$ cat src/rtl/uart_pkg.sv
// Shared definitions for the UART blocks: FSM state codes, parity modes and
// the bit-period calculation.
package uart_pkg;

  localparam logic [2:0] StIdle   = 3'd0;
  localparam logic [2:0] StStart  = 3'd1;
  localparam logic [2:0] StData   = 3'd2;
  localparam logic [2:0] StParity = 3'd3;
  localparam logic [2:0] StStop   = 3'd4;

  localparam int unsigned PAR_NONE = 0;
  localparam int unsigned PAR_ODD  = 1;
  localparam int unsigned PAR_EVEN = 2;

  function automatic int unsigned clks_per_bit(input int unsigned clk_hz,
                                                input int unsigned baud);
    return clk_hz / baud;
  endfunction

endpackage

$ cat src/rtl/uart_baud_tick.sv
// Bit-period counter with synchronous clear; flags the half-bit and full-bit
// points so a receiver can sample at mid-bit and a transmitter can pace bits.
module uart_baud_tick
  import uart_pkg::*;
#(
  parameter int unsigned ClksPerBit = 10
) (
  input  logic clk_i,
  input  logic rst_ni,
  input  logic clr_i,
  output logic half_o,
  output logic full_o
);

  localparam int unsigned CntW = $clog2(ClksPerBit);

  logic [CntW-1:0] cnt_q, cnt_d;

  assign half_o = (cnt_q == CntW'(ClksPerBit / 2 - 1));
  assign full_o = (cnt_q == CntW'(ClksPerBit - 1));

  always_comb begin
    cnt_d = cnt_q + CntW'(1);
    if (clr_i || full_o) begin
      cnt_d = '0;
    end
  end

  always_ff @(posedge clk_i or negedge rst_ni) begin
    if (!rst_ni) begin
      cnt_q <= '0;
    end else begin
      cnt_q <= cnt_d;
    end
  end

endmodule

$ cat src/rtl/uart_rx_param.sv
// Parametrised UART receiver: mid-bit sampling, optional parity, 1 or 2 stop
// bits, sticky error flags and a one-entry valid/ready holding register.
module uart_rx_param
  import uart_pkg::*;
#(
  parameter int unsigned CLK_HZ    = 50000000,
  parameter int unsigned BAUD      = 115200,
  parameter int unsigned DATA_BITS = 8,
  parameter int unsigned PARITY    = 0,
  parameter int unsigned STOP_BITS = 1
) (
  input  logic                 clk,
  input  logic                 rst,
  input  logic                 rx,
  output logic [DATA_BITS-1:0] data,
  output logic                 valid,
  input  logic                 ready,
  output logic                 frame_err,
  output logic                 parity_err,
  output logic                 overrun,
  input  logic                 err_clr,
  output logic                 busy
);

  localparam int unsigned ClksPerBit = clks_per_bit(CLK_HZ, BAUD);
  localparam int unsigned BitW       = $clog2(DATA_BITS);

  logic                 rx_meta_q, rx_s_q, rx_prev_q;
  logic [2:0]           state_q, state_d;
  logic [DATA_BITS-1:0] shreg_q, shreg_d;
  logic [BitW-1:0]      bitidx_q, bitidx_d;
  logic                 stopidx_q, stopidx_d;
  logic                 par_bad_q, par_bad_d;
  logic                 frm_bad_q, frm_bad_d;
  logic [DATA_BITS-1:0] data_q, data_d;
  logic                 valid_q, valid_d;
  logic                 frame_err_q, frame_err_d;
  logic                 parity_err_q, parity_err_d;
  logic                 overrun_q, overrun_d;

  logic baud_clr, half_tick, full_tick;
  logic commit, frm_now, set_frm, set_ovr, load;

  uart_baud_tick #(
    .ClksPerBit(ClksPerBit)
  ) u_baud (
    .clk_i (clk),
    .rst_ni(rst),
    .clr_i (baud_clr),
    .half_o(half_tick),
    .full_o(full_tick)
  );

  always_comb begin
    state_d   = state_q;
    shreg_d   = shreg_q;
    bitidx_d  = bitidx_q;
    stopidx_d = stopidx_q;
    par_bad_d = par_bad_q;
    frm_bad_d = frm_bad_q;
    baud_clr  = 1'b0;
    commit    = 1'b0;
    case (state_q)
      StIdle: begin
        baud_clr = 1'b1;
        if (rx_prev_q && !rx_s_q) begin
          state_d   = StStart;
          bitidx_d  = '0;
          stopidx_d = 1'b0;
          par_bad_d = 1'b0;
          frm_bad_d = 1'b0;
        end
      end
      StStart: begin
        if (half_tick) begin
          if (rx_s_q) begin
            state_d = StIdle;
          end else begin
            baud_clr = 1'b1;
            state_d  = StData;
          end
        end
      end
      StData: begin
        if (full_tick) begin
          shreg_d  = {rx_s_q, shreg_q[DATA_BITS-1:1]};
          bitidx_d = bitidx_q + BitW'(1);
          if (bitidx_q == BitW'(DATA_BITS - 1)) begin
            state_d = (PARITY != PAR_NONE) ? StParity : StStop;
          end
        end
      end
      StParity: begin
        if (full_tick) begin
          par_bad_d = ((^shreg_q) ^ rx_s_q) != (PARITY == PAR_ODD);
          state_d   = StStop;
        end
      end
      StStop: begin
        if (full_tick) begin
          if (!rx_s_q) begin
            frm_bad_d = 1'b1;
          end
          stopidx_d = stopidx_q + 1'b1;
          if (stopidx_q == 1'(STOP_BITS - 1)) begin
            state_d = StIdle;
            commit  = 1'b1;
          end
        end
      end
      default: state_d = StIdle;
    endcase
  end

  // Commit uses the live stop sample so a low final stop bit is caught this cycle.
  always_comb begin
    frm_now = frm_bad_q | ~rx_s_q;
    set_frm = commit & frm_now;
    set_ovr = commit & ~frm_now & valid_q & ~ready;
    load    = commit & ~frm_now & ~(valid_q & ~ready);

    data_d  = data_q;
    valid_d = valid_q;
    if (load) begin
      data_d  = shreg_q;
      valid_d = 1'b1;
    end else if (valid_q && ready) begin
      valid_d = 1'b0;
    end

    frame_err_d  = set_frm | (frame_err_q & ~err_clr);
    parity_err_d = (load & par_bad_q) | (parity_err_q & ~err_clr);
    overrun_d    = set_ovr | (overrun_q & ~err_clr);
  end

  always_ff @(posedge clk or negedge rst) begin
    if (!rst) begin
      rx_meta_q    <= 1'b1;
      rx_s_q       <= 1'b1;
      rx_prev_q    <= 1'b1;
      state_q      <= StIdle;
      shreg_q      <= '0;
      bitidx_q     <= '0;
      stopidx_q    <= 1'b0;
      par_bad_q    <= 1'b0;
      frm_bad_q    <= 1'b0;
      data_q       <= '0;
      valid_q      <= 1'b0;
      frame_err_q  <= 1'b0;
      parity_err_q <= 1'b0;
      overrun_q    <= 1'b0;
    end else begin
      rx_meta_q    <= rx;
      rx_s_q       <= rx_meta_q;
      rx_prev_q    <= rx_s_q;
      state_q      <= state_d;
      shreg_q      <= shreg_d;
      bitidx_q     <= bitidx_d;
      stopidx_q    <= stopidx_d;
      par_bad_q    <= par_bad_d;
      frm_bad_q    <= frm_bad_d;
      data_q       <= data_d;
      valid_q      <= valid_d;
      frame_err_q  <= frame_err_d;
      parity_err_q <= parity_err_d;
      overrun_q    <= overrun_d;
    end
  end

  assign data       = data_q;
  assign valid      = valid_q;
  assign frame_err  = frame_err_q;
  assign parity_err = parity_err_q;
  assign overrun    = overrun_q;
  assign busy       = (state_q != StIdle);

endmodule
$ cat config.mk
export PLATFORM = sky130hd
export DESIGN_NAME = uart_rx_param
export DESIGN_NICKNAME = d
export VERILOG_FILES = /design/src/rtl/uart_pkg.sv /design/src/rtl/uart_baud_tick.sv /design/src/rtl/uart_rx_param.sv
export SDC_FILE = /design/constraint.sdc
export NUM_CORES = 1
export LEC_CHECK = 0
export BUFFER_PORTS_ARGS = -buffer_cell sky130_fd_sc_hd__buf_2
export CAP_MARGIN = 0
export CELL_PAD_IN_SITES_DETAIL_PLACEMENT = 1
export CELL_PAD_IN_SITES_GLOBAL_PLACEMENT = 2
export CORE_ASPECT_RATIO = 1.1
export CORE_UTILIZATION = 39
export CTS_CLUSTER_DIAMETER = 60
export DETAILED_ROUTE_END_ITERATION = 10
export PLACE_DENSITY = 0.8
export SLEW_MARGIN = 20
export SYNTH_ARGS = -nofsm -noshare
export SYNTH_HDL_FRONTEND = slang
export SYNTH_SLANG_ARGS = --single-unit
$ cat constraint.sdc
create_clock -name clk -period 2.75 [get_ports clk]
set_clock_uncertainty 0.15 [all_clocks]
set_input_delay 0.1375 -clock clk [delete_from_list [all_inputs] [get_ports clk]]
set_output_delay 0.1375 -clock clk [all_outputs]
set_load 0.005 [all_outputs]
**After elaboration in Yosys (flattened, before gate mapping)**

Cells that the tools add are included.

- Register bits: 41
- Word-level logic and storage cells: 99
- Output and inout bits: 13

- Equality and inequality tests: 15
- Multiplexer cells: 29
- Reduce and logical (&&, ||, !) cells: 17
- $add $sub $neg: 3
- Bitwise logic cells: 20

Operators by type and width:

| kind | number |
|---|---|
| 3-bit 2-to-1 mux | 9 |
| 3-bit case mux with 5 select lines | 1 |
| 1-bit 2-to-1 mux | 12 |
| 1-bit bitwise AND | 10 |
| 2-bit inequality test (second input constant) | 5 |
| 9-bit by 1-bit adder with 9-bit output (second input constant) | 1 |
| 9-bit by 8-bit equality test with 1-bit output (second input constant) | 1 |
| 9-bit equality test (second input constant) | 1 |
| 9-bit 2-to-1 mux | 1 |
| 3-bit AND reduction | 3 |
| 1-bit case mux with 2 select lines | 4 |
| 2-bit nonzero test | 4 |
| 8-bit XOR reduction | 1 |
| 7-bit AND reduction | 1 |
| 3-bit by 2-bit equality test with 1-bit output (second input constant) | 2 |
| 3-bit equality test (second input constant) | 2 |
| 2-bit by 1-bit inequality test with 1-bit output (second input constant) | 3 |
| 3-bit case mux with 2 select lines | 1 |
| 1-bit NOT | 5 |
| 1-bit bitwise OR | 4 |
| 4-bit AND reduction | 1 |
| 3-bit by 1-bit adder with 3-bit output (second input constant) | 1 |
| 3-bit by 1-bit equality test with 1-bit output (second input constant) | 1 |
| 3-bit zero test | 1 |
| other kinds (8) | 9 |

**Depth between registers and ports, before layout**

Gate-level depths: netlist of run 1.

- Depth in word-level cells: 7
- Depth in mapped cells: 8
- Mapped depth without buffers: 6

**Modules after synthesis**

From an unflattened synthesis of run 1, not the netlist that was laid out.

- Cell total of the unflattened synthesis: 161
- Area total of the unflattened synthesis: 1920.6 µm²

Modules (own cells, without submodules):

| module | cells each | seq. area each (µm²) | area each (µm²) | instances |
|---|---|---|---|---|
| uart_rx_param | 113 | 804.5 | 1438.9 | 1 |
| uart_baud_tick | 48 | 225.2 | 481.7 | 1 |

**Worst setup path after synthesis of run 1**

No wires, ideal clock.

- Path type: reg2reg
- From: register u_baud.cnt_q[1]
- To: register data_q[0], in the netlist data[0]
- Period minus slack after synthesis: 2.098 ns
- Cell stages (with the launch flop): 7
- Setup slack: 0.652 ns
- Required time: 2.475 ns
- Buffers on the path: 0
- Arrival: 1.823 ns
- Cell sequence: dfrtp_1 inv_1 ha_1 and4b_1 nand4_4 nor4b_4 mux2_2

- Word-level cells in the longest chain between the ends: 5

RTL lines:

| what | RTL line | text |
|---|---|---|
| start, declared | uart_baud_tick.sv:17 | `logic [CntW-1:0] cnt_q, cnt_d;` |
| start signal, assigned | uart_baud_tick.sv:33 | `cnt_q <= cnt_d;` |
| 9-bit equality test | uart_baud_tick.sv:20 | `assign full_o = (cnt_q == CntW'(ClksPerBit - 1));` |
| 1-bit 2-to-1 mux | uart_rx_param.sv:100 | `if (full_tick) begin` |
| 1-bit 2-to-1 mux | uart_rx_param.sv:63 | `case (state_q)` |
| 1-bit bitwise AND (2 in series) | uart_rx_param.sv:120 | `load = commit & ~frm_now & ~(valid_q & ~ready);` |
| end signal, assigned | uart_rx_param.sv:162 | `data_q <= data_d;` |
| end, declared | uart_rx_param.sv:35 | `logic [DATA_BITS-1:0] data_q, data_d;` |

Every way passes these cells.
A chain may end at the register's enable or synchronous reset.

**Final worst setup path of run 1**

- From: register u_baud.cnt_q[1]
- To: register data_q[6], in the netlist data[6]

The elaborated chain is that of the path after synthesis.

==> results of run 1 <==
[synthesized netlist by cell type (2+ instances only)]
library cell   n
inv_1          8
nor2b_1        2
nor2_1        15
nand3_1        8
ha_1           5
and4_1         2
a21oi_1        3
nand2_1        7
o2bb2ai_1      2
dfstp_2        3
nor4b_1        2
o21ai_0        9
nand4_1        2
mux2_2        15
o211ai_1       2
nand2b_1       3
xnor2_1        6
or3_1          2
xor2_1         7
dfrtp_1       38
buf_6          2
[what timing repair did]
item                                    in CTS  in global routing
hold endpoints to repair                    41                  0
endpoints found under the setup margin       0                  0
hold buffers                                 3                  0
[report_power, final]
| group | switching (mW) | internal, mW |
|---|---|---|
| clock network | 0.214 | 0.361 |
| registers | 0.0678 | 0.644 |
| logic | 0.0871 | 0.0711 |
| total | 0.369 | 1.08 |
[sequential cells by signal, summed over array words and instances, names as in the netlist, 3 cells and up]
| register | count |
|---|---|
| data | 8 |
| shreg_q | 8 |
| state_q | 3 |
| u_baud.cnt_q | 9 |
| bitidx_q | 3 |
[path summary, 6_finish.rpt]
| check | to | slack (ps) |
|---|---|---|
| worst max-delay path | data[6] | 390 |
| worst min-delay path | valid | 10 |
| worst max register to register | data[6] | 390 |
| worst min register to register | rx_s_q | 210 |
| max in group asynchronous | u_baud.cnt_q[5] | 1540 |
| min in group asynchronous | frm_bad_q | 350 |
[kinds of logic after synthesis]
| group | Yosys count | share of synthesized area [%] |
|---|---|---|
| compound gates | 20 | 6.498 |
| fa+ha+maj | 5 | 3.249 |
| buf+inv | 12 | 3.768 |
| flops | 41 | 53.48 |
| mux | 15 | 8.772 |
| simple gates | 52 | 17.15 |
| xor+xnor | 14 | 7.082 |
[metrics by stage]
step	std cells	hold slack [ps]	util (%)	cell area, um^2
after detailed placement	228	94.38	43.51	2038
after CTS	239	17.66	47.01	2202
after global placement	228	92.36	43.51	2038
after global routing	239	44.05	47.01	2202
after floorplan	159	-308.1	-	1926
final	239	11.99	47.01	2202
[cell type report]
class | count | share of cell area, %
Inverter | 8 | 1.364
Tap cell | 56 | 3.182
Timing Repair Buffer | 20 | 5.227
Clock buffer | 5 | 3.125
Multi-Input combinational cell | 106 | 37.39
Sequential cell | 41 | 46.76
Clock inverter | 3 | 2.955
[worst reg2reg max path: stages, from the launching register on]
cell	delay, ps
dfrtp_1	430
inv_1	90
ha_1	160
and4b_1	270
nand4_4	150
nor4b_4	590
mux2_2	410
[per-layer routing]
layer	up-vias	wire [um]	track usage, %	part of all wire, %
li1	608	-	-	-
met1	624	1709	20.63	45
met5	-	0	0	0
met4	0	56	6.803	1.5
met3	6	127	4.491	3.3
met2	21	1902	27.83	50
==> summary.md, run 1 <==
| Metric | Value |
|---|---|
| Status | finished clean |
| Final hold violation count | 0 |
| Filler cells | just over 500 |
| CP Launch Type | flip-flop |
| Sequential cell area | slightly above 1000 um^2 |
| Distinct cell type count after synthesis | 37 |
| Via/cell ratio | about 5.3 |
| Area of the multi-input gates | slightly above 800 um^2 |
| Drt pass-1 iters | 4 |
| Dpl hpwl | 2686 um |
| Top FF cell, synth | dfrtp_1 |
| Std cell rows | 26 |
| Hold_sp | ready |
| RSZ-0062 raised after global routing | false |
| Final setup vio count | 0 |
| CP max FO | 9 |
| Number of synthesized flops with an enable pin | 0 |
| Max clock buf depth | 2 |
| Largest net degree at the start of global routing | 42 |
| Setup TNS | 0 ps |
| Cts bufs inserted | 5 |
| CTS root buffer | clkbuf_8 |
| CTS Sinks | 41 |
| Register bit count reported by yosys | around 40 |
| Initial Util | 41.11% |
| CP Data Required Time | between 2000 and 3000 ps |
| Vias in the first global route | roughly 1300 |
| Worst Reg2Reg Path Length in Cells | 6 |
| DRC viols | 0 |
| Most frequent cells in the layout | dfrtp_1 (38), buf_2 (17), nor2_1 (15), mux2_2 (15), o21ai_0 (9) |
| Die area | 5223 um^2 |
| Worst setup EP type | flip-flop |
| Final WL | between 3000 and 4000 um |
| GR Util All Layers | roughly 17% |
| Pre-CTS setup slack | ~360 ps |
| Worst vdd ir | 0.3362 mV |
| Syn Nets | about 170 |
| Post-Syn Area | around 1900 um^2 |
| Max-cap violations | 0 |
| Cells along the critical path | inv_1, ha_1, and4b_1, nand4_4, nor4b_4, mux2_2 |
| Core area | 4684 um^2 |
| Fin crit share | a little under nine tenths |
| Worst-path clk slew | about 80 ps |
| Crit path launch | u_baud.cnt_q[1] |
| Hold Path Class | input pin to flip-flop |
| Max-slew violations | 0 |
| Post-CTS resize count | 0 |
| Share of cells above drive strength 1 | about a quarter |
| Area growth syn-to-layout | 14.36% |
| Initial antenna violation count | 0 |
| Die Span Y | approximately 76 um |
| Tmin final | approximately 2400 ps |
| Most area-consuming cells after synthesis | dfrtp_1 (49%), mux2_2 (8.8%), dfstp_2 (4.1%), ha_1 (3.2%), xor2_1 (3.2%) |
| Hold Path Stages | 3 |
| Max Freq | 423.9 MHz |
| Yosys top cell by area | dfrtp_1 |
| Design Power | 1.444 mW |
| Slowest CP cell | nor4b_4 |
| Worst reg2reg startpoint | u_baud.cnt_q[1] |
| Antenna diodes | 0 |
| Setup CP Type | flip-flop to flip-flop |
| Lkg Pwr | 1.097 nW |
| Vias post-DR | approximately 1300 |
| CP delay by family, top | simple AND/OR/NAND/NOR gates |
| Slew @ Worst Pin | 898.8 ps |
| Crit-path max cell delay | ~590 ps |
| Critical Path AT | around 2400 ps |
| Fin nets | 192 |
| Placer Congestion | roughly 0.81 |
| Post-Synthesis Cells | between 150 and 200 |
| Post-DRT Antenna Nets | 0 |
| # IOs | 18 |
| Average wire per standard cell | around 16 um |
| Drt initial violations | 65 |
| Die Wd | between 60 and 70 um |
| H-tree depth | 2 |
| Worst Path Buf+Inv | 1 |
| Async SR Flop Fraction | between 90% and 100% |
| TritonCTS clock tree | built |
| Sequential-to-total area share from yosys stat | between 50 and 60% |
| Share of the synthesized area in the top cell type | between 40% and 50% |
| Crit path depth | 6 |
| GRT overflow | 0 |
| Most common cell after layout, fill and taps aside | dfrtp_1 |
| Yosys warns | 0 |
| Port Buf Inserts | 17 |
| Clock Latency Late Sink | ~300 ps |
| PD cells | 655.7 nW/um^2 |
| Smallest setup slack after layout | slightly below 400 ps |
| First-pass GRT wire length | 6265 um |
| Max-slew headroom | between 40% and 50% |
| Syn Area/Cell | 12.11 um^2 |
| Setup repair bufs after CTS | 0 |
Note: power is estimated with default switching activity, not from simulation.
==> run 2, diff against run 1 <==
--- a/config.mk
+++ b/config.mk
@@ -5,7 +5,7 @@
 export SDC_FILE = /design/constraint.sdc
 export NUM_CORES = 1
 export LEC_CHECK = 0
-export BUFFER_PORTS_ARGS = -buffer_cell sky130_fd_sc_hd__buf_2
+export BUFFER_PORTS_ARGS = -buffer_cell sky130_fd_sc_hd__buf_4
 export CAP_MARGIN = 0
 export CELL_PAD_IN_SITES_DETAIL_PLACEMENT = 1
 export CELL_PAD_IN_SITES_GLOBAL_PLACEMENT = 2
==> summary.md, run 2 (synthesis gave the netlist of run 1 again) <==
| Metric | Value |
|---|---|
| Status | finished clean (unchanged) |
| GRT overflow | 0 (unchanged) |
| Clock Latency Late Sink | 300 ps (about the same) |
| Worst setup EP type | flip-flop (unchanged) |
| Max clock buf depth | 2 (unchanged) |
| First-pass GRT wire length | 6327 um (was 6265 um) |
| Slew @ Worst Pin | 611.0 ps (was 898.8 ps) |
| Max-cap violations | 0 (unchanged) |
| Final hold violation count | 0 (unchanged) |
| Critical path endpoint | data[6] (unchanged) |
| Final WL | 3789 um (was 3795 um) |
| Most frequent cells in the layout | dfrtp_1 (38), buf_4 (17), nor2_1 (15), mux2_2 (15), o21ai_0 (9) (was dfrtp_1 (38), buf_2 (17), nor2_1 (15), mux2_2 (15), o21ai_0 (9)) |
| Filler cells | 518 (was 506) |
| Crit-path max cell delay | 570 ps (was 590 ps) |
| Worst vdd ir | 0.3598 mV (was 0.3362 mV) |
| Hold Path Class | input pin to flip-flop (unchanged) |
| Tmin final | 2332 ps (was 2359 ps) |
| Crit path launch | u_baud.cnt_q[1] (unchanged) |
| Average wire per standard cell | 15.85 um (was 15.88 um) |
| Area growth syn-to-layout | 14.88% (was 14.36%) |
| Die Wd | 69.00 um (unchanged) |
| Hold_ws | 9.275 ps (was 11.99 ps) |
| Die area | 5223 um^2 (unchanged) |
| PD cells | 594.3 nW/um^2 (was 655.7 nW/um^2) |
| Core area | 4684 um^2 (unchanged) |
| Die Span Y | 75.70 um (unchanged) |
| Crit path depth | 6 (unchanged) |
| Final setup vio count | 0 (unchanged) |
| Initial Util | 41.11% (unchanged) |
| CTS root buffer | clkbuf_8 (unchanged) |
| RSZ-0062 raised after global routing | false (unchanged) |
| CTS Sinks | 41 (unchanged) |
| Setup CP Type | flip-flop to flip-flop (unchanged) |
| Port Buf Inserts | 17 (unchanged) |
| Sequential cell area | 1030 um^2 (unchanged) |
| TritonCTS clock tree | built (unchanged) |
| Worst-path clk slew | 80 ps (about the same) |
| Hold Path Stages | 3 (unchanged) |
| Area of the multi-input gates | 823.3 um^2 (unchanged) |
| Max-slew headroom | 59.09% (was 40.08%) |
| Largest net degree at the start of global routing | 42 (unchanged) |
| Max-slew violations | 0 (unchanged) |
| Worst Path Buf+Inv | 1 (unchanged) |
| R2R Path End | data[6] (unchanged) |
| Vias post-DR | 1266 (was 1259) |
| Most common cell after layout, fill and taps aside | dfrtp_1 (unchanged) |
| # IOs | 18 (unchanged) |
| Vias in the first global route | 1327 (was 1257) |
| Share of cells above drive strength 1 | 25.68% (unchanged) |
| H-tree depth | 2 (unchanged) |
| Cts bufs inserted | 5 (unchanged) |
| R2r setup slk | 420 ps (was 390 ps) |
| Drt initial violations | 63 (was 65) |
| CP Launch Type | flip-flop (unchanged) |
| CP delay by family, top | simple AND/OR/NAND/NOR gates (unchanged) |
| Slowest CP cell | nor4b_4 (unchanged) |
| Largest register FFs | 9 (unchanged) |
| Fin crit share | 84.80% (was 85.79%) |
| Antenna diodes | 0 (unchanged) |
| Cells along the critical path | inv_1, ha_1, and4b_1, nand4_4, nor4b_4, mux2_2 (unchanged) |
| Via/cell ratio | 5.297 (was 5.268) |
| CP Data Required Time | 2780 ps (was 2790 ps) |
| Dpl hpwl | 2668 um (was 2686 um) |
| Initial antenna violation count | 0 (unchanged) |
| CP max FO | 9 (unchanged) |
| Critical Path AT | 2370 ps (was 2400 ps) |
| Setup TNS | 0 ps (unchanged) |
| Placer Congestion | 0.7690 (was 0.8097) |
| Max Freq | 428.8 MHz (was 423.9 MHz) |
| Setup repair bufs after CTS | 0 (unchanged) |
| Drt pass-1 iters | 4 (unchanged) |
| Lkg Pwr | 1.087 nW (was 1.097 nW) |
| Biggest register | u_baud.cnt_q (unchanged) |
| Fin nets | 192 (unchanged) |
| Post-DRT Antenna Nets | 0 (unchanged) |
| Worst reg2reg startpoint | u_baud.cnt_q[1] (unchanged) |
| DRC viols | 0 (unchanged) |
| Worst Reg2Reg Path Length in Cells | 6 (unchanged) |
| GR Util All Layers | 16.75% (was 16.80%) |
| Std cell rows | 26 (unchanged) |
-- run 2: cell count changes in the layout (fill, tap and decap cells not counted), sizes merged --
cell	previous run	this run
bufinv	2	0
clkbuf	5	7
-- run 2: worst min path at each step --
| stage | startpoint | endpoint | slack, ps |
|---|---|---|---|
| 2_1_floorplan | rst | bitidx_q[0] | -310 |
| 3_3_place_gp | rst | frm_bad_q | -10 |
| 3_5_place_dp | rst | frm_bad_q | 3 |
| 4_1_cts | ready | valid | 10 |
| 5_1_grt | ready | valid | 50 |
| 6_report | ready | valid | 9 |
-- run 2: routing by layer --
metal,GRT usage (%),routed length (um),part of all wire [%],vias up
met5,0,0,0,-
met2,28.05,1917,51,17
met1,20.53,1704,45,639
met4,6.122,54,1.4,0
met3,4.491,112,3.0,7
li1,-,-,-,603
-- run 2: worst reg2reg max path: stages (launching register included) --
cell	delay (ps)
dfrtp_1	430
inv_1	100
ha_1	160
and4b_1	260
nand4_4	140
nor4b_4	570
mux2_2	410
-- run 2: what timing repair did --
action                    in CTS  in global routing
gates resized for setup        0                  0
hold endpoints to repair      41                  0
hold buffers                   3                  0
-- run 2: power breakdown --
group / internal [mW] / switching (mW) / total (mW)
sequential: 0.644 / 0.0683 / 0.712
combinational: 0.0748 / 0.0918 / 0.167
clock: 0.227 / 0.209 / 0.436
total: 0.945 / 0.369 / 1.31
-- run 2: area by class of cell --
type | count | area share [%]
Inverter | 8 | 1.357
Sequential cell | 41 | 46.55
Clock buffer | 7 | 4.355
Multi-Input combinational cell | 106 | 37.22
Timing Repair Buffer | 20 | 7.127
Tap cell | 56 | 3.167
Clock inverter | 1 | 0.2262
-- run 2: stage by stage --
stage / setup WS [ps] / cell area (um^2) / cells / total power, mW / util (%)
finish: 418.1 / 2212 / 239 / 1.315 / 47.22
global route: 248.2 / 2212 / 239 / 1.394 / 47.22
CTS: 396.7 / 2212 / 239 / 1.332 / 47.22
detailed placement: 411.2 / 2081 / 228 / 0.8875 / 44.42
global placement: 490.4 / 2081 / 228 / 0.8727 / 44.42
floorplan: 652.5 / 1926 / 159 / 0.8303 / -
==> run 3, diff against run 2 <==
==> constraint.sdc (replaced) <==
create_clock -name clk -period 2.3 [get_ports clk]
set_clock_uncertainty 0.15 [all_clocks]
set_input_delay 0.115 -clock clk [delete_from_list [all_inputs] [get_ports clk]]
set_output_delay 0.115 -clock clk [all_outputs]
set_load 0.005 [all_outputs]
==> summary.md, run 3 (synthesis gave the netlist of run 1 again) <==
| Metric | Value |
|---|---|
| Worst-path clk slew | 70 ps (was 80 ps) |
| CP Data Required Time | 2320 ps (was 2780 ps) |
| Most common cell after layout, fill and taps aside | dfrtp_1 (unchanged) |
| Most frequent cells in the layout | dfrtp_1 (38), buf_4 (20), nor2_1 (15), mux2_2 (15), o21ai_0 (9) (was dfrtp_1 (38), buf_4 (17), nor2_1 (15), mux2_2 (15), o21ai_0 (9)) |
| Filler cells | 513 (was 518) |
| Slew @ Worst Pin | 515.4 ps (was 611.0 ps) |
| Lkg Pwr | 1.110 nW (was 1.087 nW) |
| Die Wd | 69.00 um (unchanged) |
| Max-slew headroom | 65.64% (was 59.09%) |
| Area growth syn-to-layout | 17.35% (was 14.88%) |
| RSZ-0062 raised after global routing | false (unchanged) |
| Max-cap violations | 0 (unchanged) |
| Setup CP Type | flip-flop to flip-flop (unchanged) |
| Design Power | 1.643 mW (was 1.315 mW) |
| Via/cell ratio | 5.239 (was 5.297) |
| R2r setup slk | 140 ps (was 420 ps) |
| Post-DRT Antenna Nets | 0 (unchanged) |
| Hold_ws | 186.0 ps (was 9.275 ps) |
| CP Launch Type | flip-flop (unchanged) |
| Average wire per standard cell | 15.88 um (was 15.85 um) |
| Cts bufs inserted | 5 (unchanged) |
| Clock Latency Late Sink | 290 ps (was 300 ps) |
| PD cells | 726.9 nW/um^2 (was 594.3 nW/um^2) |
| CP max FO | 9 (unchanged) |
| GRT overflow | 0 (unchanged) |
| Worst reg2reg startpoint | u_baud.cnt_q[1] (unchanged) |
| GR Util All Layers | 17.29% (was 16.75%) |
| Final hold violation count | 0 (unchanged) |
| Dpl hpwl | 2744 um (was 2668 um) |
| Worst vdd ir | 0.4498 mV (was 0.3598 mV) |
| CTS root buffer | clkbuf_8 (unchanged) |
| DRC viols | 0 (unchanged) |
| Largest register FFs | 9 (unchanged) |
| Worst setup EP type | flip-flop (unchanged) |
| Largest net degree at the start of global routing | 42 (unchanged) |
| Fin crit share | 93.70% (was 84.80%) |
| CTS Sinks | 41 (unchanged) |
| Vias in the first global route | 1325 (was 1327) |
| Area of the multi-input gates | 823.3 um^2 (unchanged) |
| Die Span Y | 75.70 um (unchanged) |
| Worst Reg2Reg Path Length in Cells | 7 (was 6) |
| Fin nets | 196 (was 192) |
| Tmin final | 2155 ps (was 2332 ps) |
| TritonCTS clock tree | built (unchanged) |
| Initial antenna violation count | 0 (unchanged) |
| R2R Path End | data[2] (was data[6]) |
| Hold Path Class | input pin to async pin (was input pin to flip-flop) |
| H-tree depth | 2 (unchanged) |
| Core area | 4684 um^2 (unchanged) |
| Final WL | 3860 um (was 3789 um) |
| Critical Path AT | 2180 ps (was 2370 ps) |
| Drt pass-1 iters | 4 (unchanged) |
| Max-slew violations | 0 (unchanged) |
| Port Buf Inserts | 17 (unchanged) |
| Drt initial violations | 51 (was 63) |
| Initial Util | 41.11% (unchanged) |
| # IOs | 18 (unchanged) |
| Max Freq | 464.0 MHz (was 428.8 MHz) |
| Vias post-DR | 1273 (was 1266) |
| Max clock buf depth | 2 (unchanged) |
| Antenna diodes | 0 (unchanged) |
| Biggest register | u_baud.cnt_q (unchanged) |
| Std cell rows | 26 (unchanged) |
| Share of cells above drive strength 1 | 26.20% (was 25.68%) |
| Final setup vio count | 0 (unchanged) |
| Sequential cell area | 1030 um^2 (unchanged) |
| Fin cells | 243 (was 239) |
| Placer Congestion | 0.7683 (was 0.7690) |
| Die area | 5223 um^2 (unchanged) |
| Setup TNS | 0 ps (unchanged) |
| First-pass GRT wire length | 6313 um (was 6327 um) |
| Post-placement cell count | 231 (was 228) |
| Status | finished clean (unchanged) |
-- run 3: layer usage --
metal	track usage [%]	up-vias	part of all wire (%)
met4	9.297	0	1.8
met2	30.85	18	53
li1	-	609	-
met5	0	-	0
met1	18.22	639	43
met3	4.790	7	2.1
-- run 3: report_power, final --
group          switching, mW  leakage, nW  internal [mW]
logic                  0.109        0.500         0.0944
registers             0.0808        0.552          0.770
clock network          0.235       0.0585          0.354
total                  0.425         1.11           1.22
-- run 3: area by class of cell --
class | instances | share of cell area, %
Clock buffer | 7 | 3.821
Clock inverter | 1 | 1.329
Inverter | 8 | 1.329
Multi-Input combinational cell | 106 | 36.43
Sequential cell | 41 | 45.57
Tap cell | 56 | 3.101
Timing Repair Buffer | 24 | 8.416
-- run 3: stage by stage --
stage,util (%),area (um^2),worst slack [ps]
after floorplan,-,1926,202.5
after global placement,44.90,2103,220.6
after detailed placement,44.90,2103,164.1
after CTS,48.24,2260,146.7
after global routing,48.24,2260,64.93
final,48.24,2260,144.9
-- run 3: timing repair --
action | in CTS | in global routing
gates resized for setup | 0 | 0
buffers inserted | 0 | 0
hold buffers | 4 | 0
hold endpoints to repair | 42 | 0
-- run 3: critical path: stages (launching register included) --
cell	delay [ps]
dfrtp_1	430
inv_1	90
ha_1	160
and4b_1	260
nand4_4	150
nor4b_4	230
buf_4	220
mux2_2	350
-- run 3: worst max path at each step --
stage               slack [ps]  cells past startpoint            start  endpoint
finish                     140                      7  u_baud.cnt_q[1]   data[2]
global route                60                      7  u_baud.cnt_q[1]   data[2]
CTS                        150                      7  u_baud.cnt_q[1]   data[1]
detailed placement         160                      7  u_baud.cnt_q[1]   data[2]
global placement           220                      7  u_baud.cnt_q[1]   data[2]
floorplan                  200                      6  u_baud.cnt_q[1]   data[0]
